===== src/rtl/conv_enc_pkg.sv =====
// Shared constants and types for the rate-1/2 K=7 convolutional encoder.
// Holds the default generator polynomials, shift-state width and FSM encoding.
package conv_enc_pkg;

    localparam int          K      = 7;
    localparam int          SW     = K - 1;
    localparam logic [6:0]  G1_DEF = 7'o171;
    localparam logic [6:0]  G2_DEF = 7'o133;

    typedef enum logic {
        ST_DATA = 1'b0,
        ST_TAIL = 1'b1
    } state_t;

endpackage


===== src/rtl/conv_enc.sv =====
// Rate-1/2 convolutional encoder (K=7, G1=171o, G2=133o) with one zero tail
// word appended per burst so the trellis ends in state 0.
// Ports:
//   clk, reset          : clock, synchronous active-high reset
//   in_bits/valid/last  : w-bit word, in_bits[0] earliest in time
//   in_ready            : low only during the tail cycle
//   out_bits/valid/last : 2w coded bits {Y,X} per input bit, 1 cycle latency
module conv_enc
    import conv_enc_pkg::*;
#(
    parameter int         w  = 8,
    parameter logic [6:0] G1 = G1_DEF,
    parameter logic [6:0] G2 = G2_DEF
) (
    input  logic           clk,
    input  logic           reset,
    input  logic [w-1:0]   in_bits,
    input  logic           in_valid,
    input  logic           in_last,
    output logic           in_ready,
    output logic [2*w-1:0] out_bits,
    output logic           out_valid,
    output logic           out_last
);

    // Encodes a whole word; returns {next_state, coded}.
    // Tap window bit (6-d) holds the bit at delay d, matching the
    // usual MSB-first reading of the octal generators.
    function automatic logic [2*w+SW-1:0] conv_word(
        input logic [SW-1:0] st,
        input logic [w-1:0]  bits
    );
        logic [SW-1:0]  s;
        logic [K-1:0]   win;
        logic [2*w-1:0] c;
        s = st;
        c = '0;
        for (int k = 0; k < w; k++) begin
            win        = {bits[k], s[0], s[1], s[2], s[3], s[4], s[5]};
            c[2*k]     = ^(win & G1);
            c[2*k+1]   = ^(win & G2);
            s          = {s[SW-2:0], bits[k]};
        end
        return {s, c};
    endfunction

    state_t           r_state;
    state_t           w_next_state;
    logic [SW-1:0]    r_s;
    logic [2*w-1:0]   r_out;
    logic             r_ov;
    logic             r_ol;

    logic             w_fire;
    logic             w_tail;
    logic [w-1:0]     w_enc_in;
    logic [2*w+SW-1:0] w_conv;

    always_comb begin
        w_next_state = r_state;
        w_fire       = 1'b0;
        w_tail       = 1'b0;
        w_enc_in     = in_bits;
        unique case (r_state)
            ST_DATA: begin
                if (in_valid) begin
                    w_fire = 1'b1;
                    if (in_last) begin
                        w_next_state = ST_TAIL;
                    end
                end
            end
            ST_TAIL: begin
                // Internal zero word flushes all six delay cells.
                w_fire       = 1'b1;
                w_tail       = 1'b1;
                w_enc_in     = '0;
                w_next_state = ST_DATA;
            end
            default: begin
                w_next_state = ST_DATA;
            end
        endcase
    end

    assign w_conv = conv_word(r_s, w_enc_in);

    always_ff @(posedge clk) begin
        if (reset) begin
            r_state <= ST_DATA;
            r_s     <= '0;
            r_out   <= '0;
            r_ov    <= 1'b0;
            r_ol    <= 1'b0;
        end else begin
            r_state <= w_next_state;
            r_ov    <= w_fire;
            r_ol    <= w_tail;
            if (w_fire) begin
                r_s   <= w_conv[2*w+SW-1:2*w];
                r_out <= w_conv[2*w-1:0];
            end
        end
    end

    assign in_ready  = (r_state == ST_DATA);
    assign out_bits  = r_out;
    assign out_valid = r_ov;
    assign out_last  = r_ol;

endmodule

===== config.mk =====
export PLATFORM = sky130hd
export DESIGN_NAME = conv_enc
export DESIGN_NICKNAME = d
export VERILOG_FILES = /design/src/rtl/conv_enc_pkg.sv /design/src/rtl/conv_enc.sv
export SDC_FILE = /design/constraint.sdc
export NUM_CORES = 1
export LEC_CHECK = 0
export ABC_AREA = 0
export BUFFER_PORTS_ARGS = -buffer_cell sky130_fd_sc_hd__buf_2
export CORE_ASPECT_RATIO = 1.1
export CORE_MARGIN = 2
export CORE_UTILIZATION = 40
export CTS_CLUSTER_SIZE = 20
export DETAILED_ROUTE_END_ITERATION = 10
export PLACE_DENSITY = 0.71
export SLEW_MARGIN = 20
export SYNTH_ARGS = -nofsm -noshare
export SYNTH_HDL_FRONTEND = slang
export SYNTH_SLANG_ARGS = --single-unit
export TNS_END_PERCENT = 20

===== constraint.sdc =====
create_clock -name clk -period 4.2 [get_ports clk]
set_input_delay 0.42 -clock clk [delete_from_list [all_inputs] [get_ports clk]]
set_output_delay 0.42 -clock clk [all_outputs]
set_load 0.02 [all_outputs]

Word-level counts from Yosys, hierarchy flattened:

Cells that the tools add are included.

* register bits after elaboration: 25
* bits of input ports: 12
* output and inout bits: 19
* logic and storage cells: 29

* multiplexer cells: 7
* bitwise operators: 1
* reduce and logical (&&, ||, !) cells: 16

Operator list (count)
* parity 7 bit: 16
* two-way mux 8 bit: 1
* two-way mux 1 bit: 4
* case mux 1 bit (2 select lines): 2
* NOT 1 bit: 1

Logic depth before layout (Yosys ltp):

Gate-level depths: netlist of run 1.

* word-level depth: 3
* mapped depth: 5
* mapped depth without buffers: 4

Least setup slack after synthesis of run 1:

Ideal clock, no wire load.

* path kind: input-to-reg
* start: input port in_bits[0]
* end: register r_out[11], in the netlist out_bits[11]
* setup time: 112 ps
* arrival: 1432 ps
* data required time: 4088 ps
* setup slack: 2655 ps
* stages on the path: 5
* buffers on the path: 1
* path through: buf_2 -> xnor2_2 -> xor2_1 -> mux2i_1 -> a2111oi_1

* word-level cells in the longest chain between the ends: 2

Ends and longest elaborated chain
* start: declaration: RTL line conv_enc.sv:17 `input logic [w-1:0] in_bits,`
* two-way mux 8 bit: RTL line conv_enc.sv:64 `unique case (r_state)`
* parity 7 bit: RTL line conv_enc.sv:41 `c[2*k+1] = ^(win & G2);`
* end signal: assignment: RTL line conv_enc.sv:101 `r_out <= w_conv[2*w-1:0];`
* end: declaration: RTL line conv_enc.sv:50 `logic [2*w-1:0] r_out;`

Every way passes these cells.
A chain may end at the register's enable or synchronous reset.

Worst setup path in the final report of run 1:

* start: register r_state
* end: output port in_ready

* word-level cells in the longest chain between the ends: 1

Ends and longest elaborated chain
* start: declaration: RTL line conv_enc.sv:47 `state_t r_state;`
* start signal: assignment: RTL line conv_enc.sv:96 `r_state <= w_next_state;`
* NOT 1 bit: RTL line conv_enc.sv:106 `assign in_ready = (r_state == ST_DATA);`
* end: declaration: RTL line conv_enc.sv:20 `output logic in_ready,`

Every way passes these cells.

==> results of run 1 <==
[per-layer routing]
metal,up-vias,GRT usage,part of all wire
met5,-,0,0
met4,0,0.0435,0.0070
met1,512,0.194,0.46
met2,15,0.276,0.50
met3,2,0.0235,0.034
li1,565,-,-
[worst register-to-register path, cell delays in order (launching register included)]
cell and delay [ps]:
sky130_fd_sc_hd__dfxtp_1 700, sky130_fd_sc_hd__inv_1 370, sky130_fd_sc_hd__a2111oi_0 550, sky130_fd_sc_hd__a311o_1 200
[metrics by stage]
stage	total power, W	instance area, sq um	instances	setup slack [ps]
floorplan	0.000411	1410	143	2660
global placement	0.000450	1560	211	2380
detailed placement	0.000454	1560	211	2320
CTS	0.000557	1590	215	2160
global route	0.000590	1590	215	1990
finish	0.000553	1590	215	2140
[worst max-delay path by stage]
stage                     depth (start not counted)      endpoint  startpoint
after floorplan                                   5  out_bits[11]  in_bits[0]
after global placement                            5   out_bits[7]    in_valid
after detailed placement                          5   out_bits[4]    in_valid
after CTS                                         2      in_ready     r_state
after global routing                              2      in_ready     r_state
final                                             2      in_ready     r_state
[layout by cell type (no fill, tap or decap), types with 2 or more instances in the layout]
master                      netlist  layout
sky130_fd_sc_hd__buf_2            3      30
sky130_fd_sc_hd__dfxtp_1         25      25
sky130_fd_sc_hd__xnor2_1         14      14
sky130_fd_sc_hd__nor2_1          10      10
sky130_fd_sc_hd__nand2_1          9       9
sky130_fd_sc_hd__mux2i_1          7       7
sky130_fd_sc_hd__xnor2_2          6       6
sky130_fd_sc_hd__nand3b_1         5       5
sky130_fd_sc_hd__a311o_1          5       5
sky130_fd_sc_hd__o21ai_1          4       4
sky130_fd_sc_hd__and3_1           4       4
sky130_fd_sc_hd__xor2_1           3       3
sky130_fd_sc_hd__nor4b_1          3       3
sky130_fd_sc_hd__o21ai_0          3       3
sky130_fd_sc_hd__o31a_1           3       3
sky130_fd_sc_hd__a21o_1           3       3
sky130_fd_sc_hd__a21oi_1          3       3
sky130_fd_sc_hd__nor4_1           3       3
sky130_fd_sc_hd__clkbuf_4         0       3
sky130_fd_sc_hd__inv_1            2       2
sky130_fd_sc_hd__or4b_1           2       2
sky130_fd_sc_hd__a2111oi_0        2       2
sky130_fd_sc_hd__and4_1           2       2
sky130_fd_sc_hd__nand2b_1         2       2
sky130_fd_sc_hd__and4b_1          2       2
[cells by family (layout without fill, tap and decap cells)]
logic type,count (synthesis),count (layout),share of synthesized area
buffers and inverters,12,36,0.0469
flip-flops,25,25,0.354
XOR/XNOR,25,25,0.207
multiplexers,7,7,0.0496
AO/OA/AOI/OAI,26,26,0.135
AND/OR/NAND/NOR,48,48,0.207
[flip-flops by register name, indices dropped and copies added (netlist names)]
signal	count
r_state	1
r_s	6
out_valid	1
out_last	1
out_bits	16
[layout make-up]
class / count / share of cell area
clock buffers: 4 / 0.0165
inverters: 2 / 0.00472
multi-input cells: 106 / 0.532
flip-flops and latches: 25 / 0.315
well taps: 48 / 0.0378
repair buffers: 30 / 0.0944
[cell usage after synthesis, drive strengths merged]
| cell | n | share of area |
|---|---|---|
| clkbuf | 6 | 0.023 |
| o21ai | 7 | 0.025 |
| and3 | 4 | 0.018 |
| dfxtp | 25 | 0.35 |
| a21oi | 3 | 0.011 |
| nand2 | 9 | 0.024 |
| nand2b | 2 | 0.0089 |
| or4b | 2 | 0.014 |
| nor4b | 3 | 0.019 |
| a21o | 3 | 0.016 |
| a311o | 5 | 0.035 |
| and2b | 1 | 0.0062 |
| nor4bb | 1 | 0.0071 |
| nor2 | 11 | 0.031 |
| o31a | 3 | 0.019 |
| nand4 | 1 | 0.0044 |
| a31oi | 1 | 0.0044 |
| inv | 2 | 0.0053 |
| mux2i | 7 | 0.050 |
| and4b | 2 | 0.014 |
| xor2 | 3 | 0.019 |
| nor4 | 3 | 0.013 |
| xnor2 | 20 | 0.16 |
| xnor3 | 1 | 0.016 |
| a22oi | 1 | 0.0053 |
| nor3 | 1 | 0.0035 |
| and4 | 2 | 0.012 |
| a2111oi | 3 | 0.019 |
| xor3 | 1 | 0.017 |
| buf | 4 | 0.019 |
| nor3b | 1 | 0.0053 |
| nand3b | 5 | 0.027 |
[power by group through the flow]
stage	clock, W	combinational [W]	sequential [W]
after global routing	0.000123	0.000185	0.000282
after CTS	0.000107	0.000171	0.000278
after detailed placement	0	0.000170	0.000284
after floorplan	0	0.000108	0.000303
after global placement	0	0.000168	0.000282
final	0.000105	0.000170	0.000278
==> impl_summary.log, run 1 <==
INFO  metric outcome = finished, final reports clean
INFO  metric power_switching_share = 0.323
INFO  metric route.vias.total = 1094
INFO  metric clock_tree_from_tritoncts = yes
INFO  metric timing_worst_slew_pin_value = 567 ps
INFO  metric h_tree_lvl_count = 1
INFO  metric multi_input_area = 846 sq um
INFO  metric timing.fmax = 0.486 GHz
INFO  metric die_height = 66.3 um
INFO  metric slew-limit-headroom = 0.622
INFO  metric setup-tns-final = 0 ps
INFO  metric peakVddDrop = 0.185 mV
INFO  metric syn-mean-instance-area = 9.88 sq um
INFO  metric fillers = 347
INFO  metric p_switching = 0.000179 W
INFO  metric clock-sinks = 25
INFO  metric worst_setup_path_start_kind = flop
INFO  metric largest_net_degree_at_the_start_of_global_routing = 33
INFO  metric grt_pass1_wl = 4.85 mm
INFO  metric crit_chain = inv_1 -> buf_2
INFO  metric crit_family = flip-flops
INFO  metric clock_power_frac = 0.190
INFO  metric critical_path_peak_fanout = 17
INFO  metric pwr-share-seq = 0.503
INFO  metric insertion_delay = 310 ps
INFO  metric rsz_0062_raised_after_global_routing = no
INFO  metric timing.final.crit_share = 0.490
INFO  metric numPortBuffers = 30
INFO  metric criticalPathCategory = flop to primary output
INFO  metric antenna-diode-count = 0
INFO  metric die_w = 60.7 um
INFO  metric finish.net_count = 180
INFO  metric cellLeakagePower = 0.689 nW
INFO  metric area_growth = 12.6%
INFO  metric cts.reportedPaths.clkPinSlew = 120 ps
INFO  metric fin_crit = 2060 ps
INFO  metric wl_per_cell = 13.3 um
INFO  metric arrival = 1640 ps
INFO  metric design.portCount = 31
INFO  metric maxSlewViolCount = 0
INFO  metric clock_tree.buffer_depth = 2
INFO  metric yosysUniqueCellTypes = 38
INFO  metric critPathBufInv = 2
INFO  metric synth_seq_cells = 25
INFO  metric finalWirelength = 2.86 mm
INFO  metric cts-buffers-inserted = 3
INFO  metric hold_path_depth = 2
INFO  metric cap_viol_max_count = 0
INFO  metric final_layout_size_suffix_gt1_frac = 0.246
INFO  metric place.detailed.hpwl = 2.17 mm
INFO  metric ys_seq_area_frac = 0.354
INFO  metric hold_start = in_last
INFO  metric synth-warning-count = 0
INFO  metric grt.overflow.total = 0
INFO  metric critical_path_end_type = primary output
INFO  metric design.die.area = 4020 sq um
INFO  metric route.detailed.vias_per_inst = 5.09
INFO  metric final-seq-area = 500 sq um
INFO  metric power-per-cell-area = 348 nW/um^2
INFO  metric timing.rr.end = out_bits[4]
INFO  metric netlist_area = 1410 sq um
INFO  metric reg2regPathDepth = 3
INFO  metric cts.repair.resized = 0
INFO  metric first_global_vias = 1058
INFO  metric detailedRoute.firstIterationViolations = 35
INFO  metric internal-power = 0.000374 W
INFO  metric holdCritPathClass = primary input to flop
INFO  metric final_core_utilization = 0.474
INFO  metric power.combinational.fraction = 0.307
INFO  metric synthesized_instance_count = 143
INFO  metric timing_hold_violations_final = 0
INFO  metric finalClockSkew = 16.4 ps
INFO  metric postSynthNetCount = 155
INFO  metric cts-root-buf = sky130_fd_sc_hd__clkbuf_4
INFO  metric timing.hold.ws = 364 ps
INFO  metric antenna_found_initial = 0
INFO  metric number_of_iterations_in_the_first_detailed_routing_pass = 4
INFO  metric cts_hold_buf = 0
INFO  metric place.gp.congestion = 0.745
INFO  metric initial_utilization = 0.421
INFO  metric worst_hold_path.endpoint = r_state
INFO  metric worst-endpoint-required = 3780 ps
INFO  metric postCtsSetupBuffers = 0
INFO  metric r2r_setup_slack = 2350 ps
INFO  metric slowest_delay = 700 ps
INFO  metric cpMaxStageDelayCell = sky130_fd_sc_hd__dfxtp_1
INFO  metric rr_startpoint = r_state
INFO  metric drc_errors = 0
INFO  metric num_rows = 22
INFO  metric setup_violations = 0
INFO  metric placeableCoreArea = 3360 sq um
INFO  metric antenna_violating_nets_post_route = 0
INFO  metric track_usage = 0.157
Power figures use the tool's default switching activity.
==> inputs of run 2 (changes only) <==
- clock period: 4.2 -> 2 ns (I/O delays scaled with it)
==> run 2 against run 1 <==
Clock power up 120%. Via count up 1.6%. Worst hold slack worse by 260 ps. Global-route usage up 1.0 points. Total power up 110%. Register-to-register slack worse by 2200 ps. Critical path depth up 2. Routed wire length up 2.7%. Sequential cell count unchanged. Worst setup slack worse by 2000 ps.
==> impl_summary.log, run 2 (synthesis gave the netlist of run 1 again) <==
INFO  metric outcome = finished, final reports clean
INFO  metric timing.hold.ws = 108 ps (-256 ps)
INFO  metric grt_pass1_wl = 5.09 mm (+5.0%)
INFO  metric track_usage = 0.167 (+0.0101)
INFO  metric cellLeakagePower = 0.703 nW (+2.1%)
INFO  metric rr_startpoint = r_s[0]
INFO  metric design.portCount = 31 (unchanged)
INFO  metric setup-tns-final = 0 ps (unchanged)
INFO  metric reg2regPathDepth = 4 (+1)
INFO  metric timing_worst_slew_pin_value = 539 ps (-28.1 ps)
INFO  metric clock_tree_from_tritoncts = yes
INFO  metric antenna-diode-count = 0 (unchanged)
INFO  metric worst-endpoint-required = 2220 ps (-1560 ps)
INFO  metric worst_setup_path_start_kind = flop
INFO  metric peakVddDrop = 0.327 mV (+77%)
INFO  metric hold_path_depth = 2 (unchanged)
INFO  metric num_rows = 22 (unchanged)
INFO  metric layout.cells.most_common = sky130_fd_sc_hd__buf_2
INFO  metric rsz_0062_raised_after_global_routing = no
INFO  metric clock-sinks = 25 (unchanged)
INFO  metric place.detailed.hpwl = 2.24 mm (+3.3%)
INFO  metric final_core_utilization = 0.482 (+0.00820)
INFO  metric layout.cells.most_common_list = sky130_fd_sc_hd__buf_2 (30), sky130_fd_sc_hd__dfxtp_1 (24), sky130_fd_sc_hd__xnor2_1 (14)
INFO  metric finish.net_count = 183 (+1.7%)
INFO  metric fillers = 340 (-2.0%)
INFO  metric detailed_place.area = 1590 sq um (+1.4%)
INFO  metric r2r_setup_slack = 160 ps (-2190 ps)
INFO  metric timing.rr.end = out_bits[3]
INFO  metric area_growth = 14.5%
INFO  metric h_tree_lvl_count = 1 (unchanged)
INFO  metric first_global_vias = 1160 (+9.6%)
INFO  metric crit_chain = xnor2_2 -> xor3_1 -> nor4bb_1 -> a311o_1
INFO  metric final_layout_size_suffix_gt1_frac = 0.271 (+0.0251)
INFO  metric finalInstanceArea = 1620 sq um (+1.7%)
INFO  metric worst_hold_path.endpoint = r_state
INFO  metric largest_net_degree_at_the_start_of_global_routing = 32 (-3.0%)
INFO  metric initial_utilization = 0.421 (unchanged)
INFO  metric cts-root-buf = sky130_fd_sc_hd__clkbuf_4
INFO  metric antenna_found_initial = 0 (unchanged)
INFO  metric cap_viol_max_count = 0 (unchanged)
INFO  metric antenna_violating_nets_post_route = 0 (unchanged)
INFO  metric die_height = 66.3 um (unchanged)
INFO  metric setup_violations = 0 (unchanged)
INFO  metric finalClockSkew = 12.7 ps (-3.65 ps)
INFO  metric slowest_delay = 680 ps (-20 ps)
INFO  metric cpMaxStageDelayCell = sky130_fd_sc_hd__dfxtp_1
INFO  metric slew-limit-headroom = 0.638 (+0.0167)
INFO  metric arrival = 2060 ps (+420 ps)
INFO  metric timing_hold_violations_final = 0 (unchanged)
INFO  metric grt.overflow.total = 0 (unchanged)
INFO  metric largest_reg_flops = 16 (unchanged)
INFO  metric route.vias.total = 1112 (+1.6%)
INFO  metric clock_tree.buffer_depth = 2 (unchanged)
INFO  metric drc_errors = 0 (unchanged)
INFO  metric placeableCoreArea = 3360 sq um (unchanged)
INFO  metric number_of_iterations_in_the_first_detailed_routing_pass = 4 (unchanged)
INFO  metric route.detailed.vias_per_inst = 5.10 (+0.25%)
INFO  metric design.die.area = 4020 sq um (unchanged)
INFO  metric numPortBuffers = 30 (unchanged)
INFO  metric hold_start = in_last
INFO  metric critical_path_peak_fanout = 11 (-6)
INFO  metric critical_path_end_type = flop
INFO  metric maxSlewViolCount = 0 (unchanged)
INFO  metric timing.fmax = 0.543 GHz
INFO  metric insertion_delay = 320 ps (about the same)
INFO  metric criticalPathCategory = flop to flop
INFO  metric place.gp.congestion = 0.795 (+6.6%)
INFO  metric cts.reportedPaths.clkPinSlew = 150 ps (+30 ps)
INFO  metric timing.final.crit_share = 0.920
INFO  metric finalWirelength = 2.94 mm (+2.7%)
INFO  metric wl_per_cell = 13.5 um (+1.3%)
INFO  metric cts-buffers-inserted = 3 (unchanged)
INFO  metric cts_hold_buf = 0 (unchanged)
INFO  metric fin_crit = 1840 ps
INFO  metric power-per-cell-area = 728 nW/um^2 (+110%)
INFO  metric holdCritPathClass = primary input to flop
INFO  metric die_w = 60.7 um (unchanged)
INFO  metric detailedRoute.firstIterationViolations = 25 (-29%)
==> run 2: cell count changes in the layout (fill, tap and decap cells not counted) <==
cell                         change
sky130_fd_sc_hd__dfxtp_1         -1
sky130_fd_sc_hd__clkbuf_1        -1
sky130_fd_sc_hd__buf_4           +3
sky130_fd_sc_hd__dfxtp_2         +1
sky130_fd_sc_hd__clkinvlp_4      +1
==> run 2: critical path: cells and delay by family (launching register included) <==
| family | cells | cell delay (ps) |
|---|---|---|
| compound gates | 1 | 270 |
| xor+xnor | 2 | 610 |
| flops | 1 | 680 |
| simple gates | 1 | 170 |
==> run 2: timing repair <==
action / in CTS / in global routing
setup endpoints to repair: 0 / 3
setup buffers: 0 / 0
gates resized for setup: 0 / 1
==> run 2: cell type report <==
type                       instances  area (sq um)  share of cell area
clock buffer                       3          22.5              0.0139
timing repair buffer              33           173               0.107
tap                               48          60.1              0.0371
inverter                           2          7.51             0.00464
clock inverter                     1          7.51             0.00464
sequential                        25           502               0.310
multi-input combinational        106           846               0.523
==> run 2: per-layer routing <==
layer  global-route usage  vias to the layer above  wire (um)
met2                0.285                       15       1500
li1                     -                      571          -
met1                0.209                      524       1340
met4               0.0598                        0         18
met3               0.0235                        2         89
met5                    0                        -          0
==> run 2: per-stage QoR <==
stage	instances	setup slack (ps)	total power, W
6_report	218	160	0.00118
5_1_grt	218	56.6	0.00126
4_1_cts	218	143	0.00119
3_5_place_dp	214	186	0.000960
3_3_place_gp	214	241	0.000948
2_1_floorplan	143	456	0.000862
==> run 2: where the power goes <==
group          switching [W]  total, W  internal (W)
clock               0.000155  0.000231     0.0000763
combinational       0.000199  0.000365      0.000166
sequential         0.0000345  0.000581      0.000547
==> run 2: worst max path at each step <==
| stage | start | end | slack (ps) | cells past startpoint |
|---|---|---|---|---|
| 2_1_floorplan | r_s[1] | out_bits[1] | 460 | 4 |
| 5_1_grt | r_s[0] | out_bits[3] | 60 | 4 |
| 3_5_place_dp | r_s[0] | out_bits[3] | 190 | 4 |
| 6_report | r_s[0] | out_bits[3] | 160 | 4 |
| 4_1_cts | r_s[0] | out_bits[3] | 140 | 4 |
| 3_3_place_gp | r_s[0] | out_bits[3] | 240 | 4 |
==> inputs of run 3 (changes only) <==
- CORE_ASPECT_RATIO: 1.1 -> unset
==> run 3 against run 2 <==
Design area is 0.39% lower. Clock skew is 7.2 ps lower. Combinational power is 2% higher. Sequential share of layout area about the same. Sequential power about the same. Global-route usage rose by 0.14 points. Clock power about the same. Register-to-register slack better by 140 ps. Worst hold slack worse by 1.3 ps. Sequential cell count stayed put. Largest cell class unchanged.
==> impl_summary.log, run 3 (synthesis gave the netlist of run 1 again) <==
INFO  metric outcome = finished, final reports clean
INFO  metric place_inst = 212 (-0.93%)
INFO  metric numPortBuffers = 30 (unchanged)
INFO  metric setup-tns-final = 0 ps (unchanged)
INFO  metric hold_path_depth = 2 (unchanged)
INFO  metric slew-limit-headroom = 0.626 (-0.0121)
INFO  metric antenna-diode-count = 0 (unchanged)
INFO  metric cts.repair.resized = 0 (unchanged)
INFO  metric cts-buffers-inserted = 3 (unchanged)
INFO  metric holdCritPathClass = primary input to flop
INFO  metric route.detailed.vias_per_inst = 5.31 (+4.2%)
INFO  metric peakVddDrop = 0.343 mV (+4.8%)
INFO  metric antenna_violating_nets_post_route = 0 (unchanged)
INFO  metric layout_setup_ws = 298 ps (+138 ps)
INFO  metric criticalPathCategory = flop to flop
INFO  metric rr_startpoint = r_s[1]
INFO  metric area_growth = 14.1%
INFO  metric clock_tree.buffer_depth = 2 (unchanged)
INFO  metric die_w = 63.4 um (+4.6%)
INFO  metric postCtsSetupBuffers = 0 (unchanged)
INFO  metric drc_errors = 0 (unchanged)
INFO  metric worstSetupEndpoint = out_bits[0]
INFO  metric clock-sinks = 25 (unchanged)
INFO  metric crit_chain = xnor2_2 -> xnor3_1 -> and4b_1 -> a311o_1
INFO  metric largest_net_degree_at_the_start_of_global_routing = 32 (unchanged)
INFO  metric maxSlewViolCount = 0 (unchanged)
INFO  metric cap_viol_max_count = 0 (unchanged)
INFO  metric placeableCoreArea = 3360 sq um (+0.15%)
INFO  metric arrival = 1930 ps (-130 ps)
INFO  metric final_core_utilization = 0.479 (-0.00258)
INFO  metric finish.net_count = 183 (unchanged)
INFO  metric first_global_vias = 1111 (-4.2%)
INFO  metric track_usage = 0.168 (+0.00144)
INFO  metric finalClockSkew = 5.51 ps (-7.19 ps)
INFO  metric clock_tree_from_tritoncts = yes
INFO  metric final_cell_count_no_fill = 216 (-0.92%)
INFO  metric cts_hold_buf = 0 (unchanged)
INFO  metric fillers = 357 (+5.0%)
INFO  metric reg2regPathDepth = 4 (unchanged)
INFO  metric place.gp.congestion = 0.869 (+9.4%)
INFO  metric cellLeakagePower = 0.707 nW (+0.54%)
INFO  metric largest_reg_flops = 16 (unchanged)
INFO  metric design.die.area = 4020 sq um (about the same)
INFO  metric final_layout_size_suffix_gt1_frac = 0.265 (-0.00588)
INFO  metric initial_utilization = 0.420 (-0.000626)
INFO  metric wl_per_cell = 14.6 um (+8.2%)
INFO  metric antenna_found_initial = 0 (unchanged)
INFO  metric finalWirelength = 3.15 mm (+7.2%)
INFO  metric insertion_delay = 320 ps (about the same)
INFO  metric timing.fmax = 0.588 GHz (+8.1%)
INFO  metric timing.rr.end = out_bits[0]
INFO  metric worst_setup_path_start_kind = flop
INFO  metric timing.final.crit_share = 0.851 (-0.0690)
INFO  metric detailedRoute.firstIterationViolations = 38 (+52%)
INFO  metric worst-endpoint-required = 2230 ps (about the same)
INFO  metric route.vias.total = 1148 (+3.2%)
INFO  metric timing_worst_slew_pin_value = 557 ps (+18.0 ps)
INFO  metric r2r_setup_slack = 300 ps (+140 ps)
INFO  metric layout.cells.most_common_list = sky130_fd_sc_hd__buf_2 (30), sky130_fd_sc_hd__dfxtp_1 (25), sky130_fd_sc_hd__xnor2_1 (14)
INFO  metric critical_path_end_type = flop
INFO  metric design.portCount = 31 (unchanged)
INFO  metric grt_pass1_wl = 5.39 mm (+5.8%)
INFO  metric cts.reportedPaths.clkPinSlew = 140 ps (about the same)
INFO  metric setup_violations = 0 (unchanged)
INFO  metric number_of_iterations_in_the_first_detailed_routing_pass = 4 (unchanged)
INFO  metric place.detailed.hpwl = 2.31 mm (+3.2%)
INFO  metric die_height = 63.4 um (-4.4%)
INFO  metric timing_hold_violations_final = 0 (unchanged)
INFO  metric cts-root-buf = sky130_fd_sc_hd__clkbuf_4
INFO  metric cpMaxStageDelayCell = sky130_fd_sc_hd__dfxtp_1
INFO  metric power-per-cell-area = 733 nW/um^2 (+0.71%)
INFO  metric worst_setup_path_startpoint = r_s[1]
INFO  metric total_power = 0.00118 W (+0.32%)
INFO  metric h_tree_lvl_count = 1 (unchanged)
INFO  metric slowest_delay = 530 ps (-150 ps)
INFO  metric layout.cells.most_common = sky130_fd_sc_hd__buf_2
INFO  metric detailedPlace.worstSlack = 330 ps (+145 ps)
INFO  metric fin_crit = 1700 ps (-138 ps)
INFO  metric num_rows = 21 (-4.5%)
INFO  metric rsz_0062_raised_after_global_routing = no
INFO  metric grt.overflow.total = 0 (unchanged)
INFO  metric critical_path_peak_fanout = 6 (-5)
[run 3: metrics by stage]
stage               area [sq um]  hold slack (ps)
global placement            1580              444
global route                1610              111
finish                      1610              106
CTS                         1610             98.5
detailed placement          1580              446
floorplan                   1410              288
[run 3: area by class of cell]
cell class                      instances  area (sq um)  share of cell area
Tap cell                               46          57.6              0.0357
Sequential cell                        25           500               0.311
Clock buffer                            3          22.5              0.0140
Timing Repair Buffer                   33           173               0.107
Clock inverter                          1          5.00             0.00311
Multi-Input combinational cell        106           846               0.525
Inverter                                2          7.51             0.00466
[run 3: where the power goes]
part | internal [W] | leakage (nW) | switching [W]
Clock | 0.0000750 | 0.0177 | 0.000157
Combinational | 0.000165 | 0.483 | 0.000205
Sequential | 0.000547 | 0.206 | 0.0000316
Total | 0.000787 | 0.707 | 0.000394
[run 3: worst min-delay path by stage]
stage | endpoint | from
after floorplan | out_valid | reset
after global placement | r_state | in_last
after detailed placement | r_state | in_last
after CTS | r_state | in_last
after global routing | r_state | in_last
final | r_state | in_last
[run 3: worst max-delay path, delay by kind of cell (launching register included)]
family / cells / cell delay, ps
xor gates and xnor gates: 2 / 580
AOI/OAI and AO/OA: 1 / 270
DFF: 1 / 530
and+or+nand+nor: 1 / 230
[run 3: per-layer routing]
metal | GRT usage | wire, um
met1 | 0.230 | 1470
met2 | 0.267 | 1480
met3 | 0.0250 | 158
met4 | 0.0652 | 50
met5 | 0 | 0
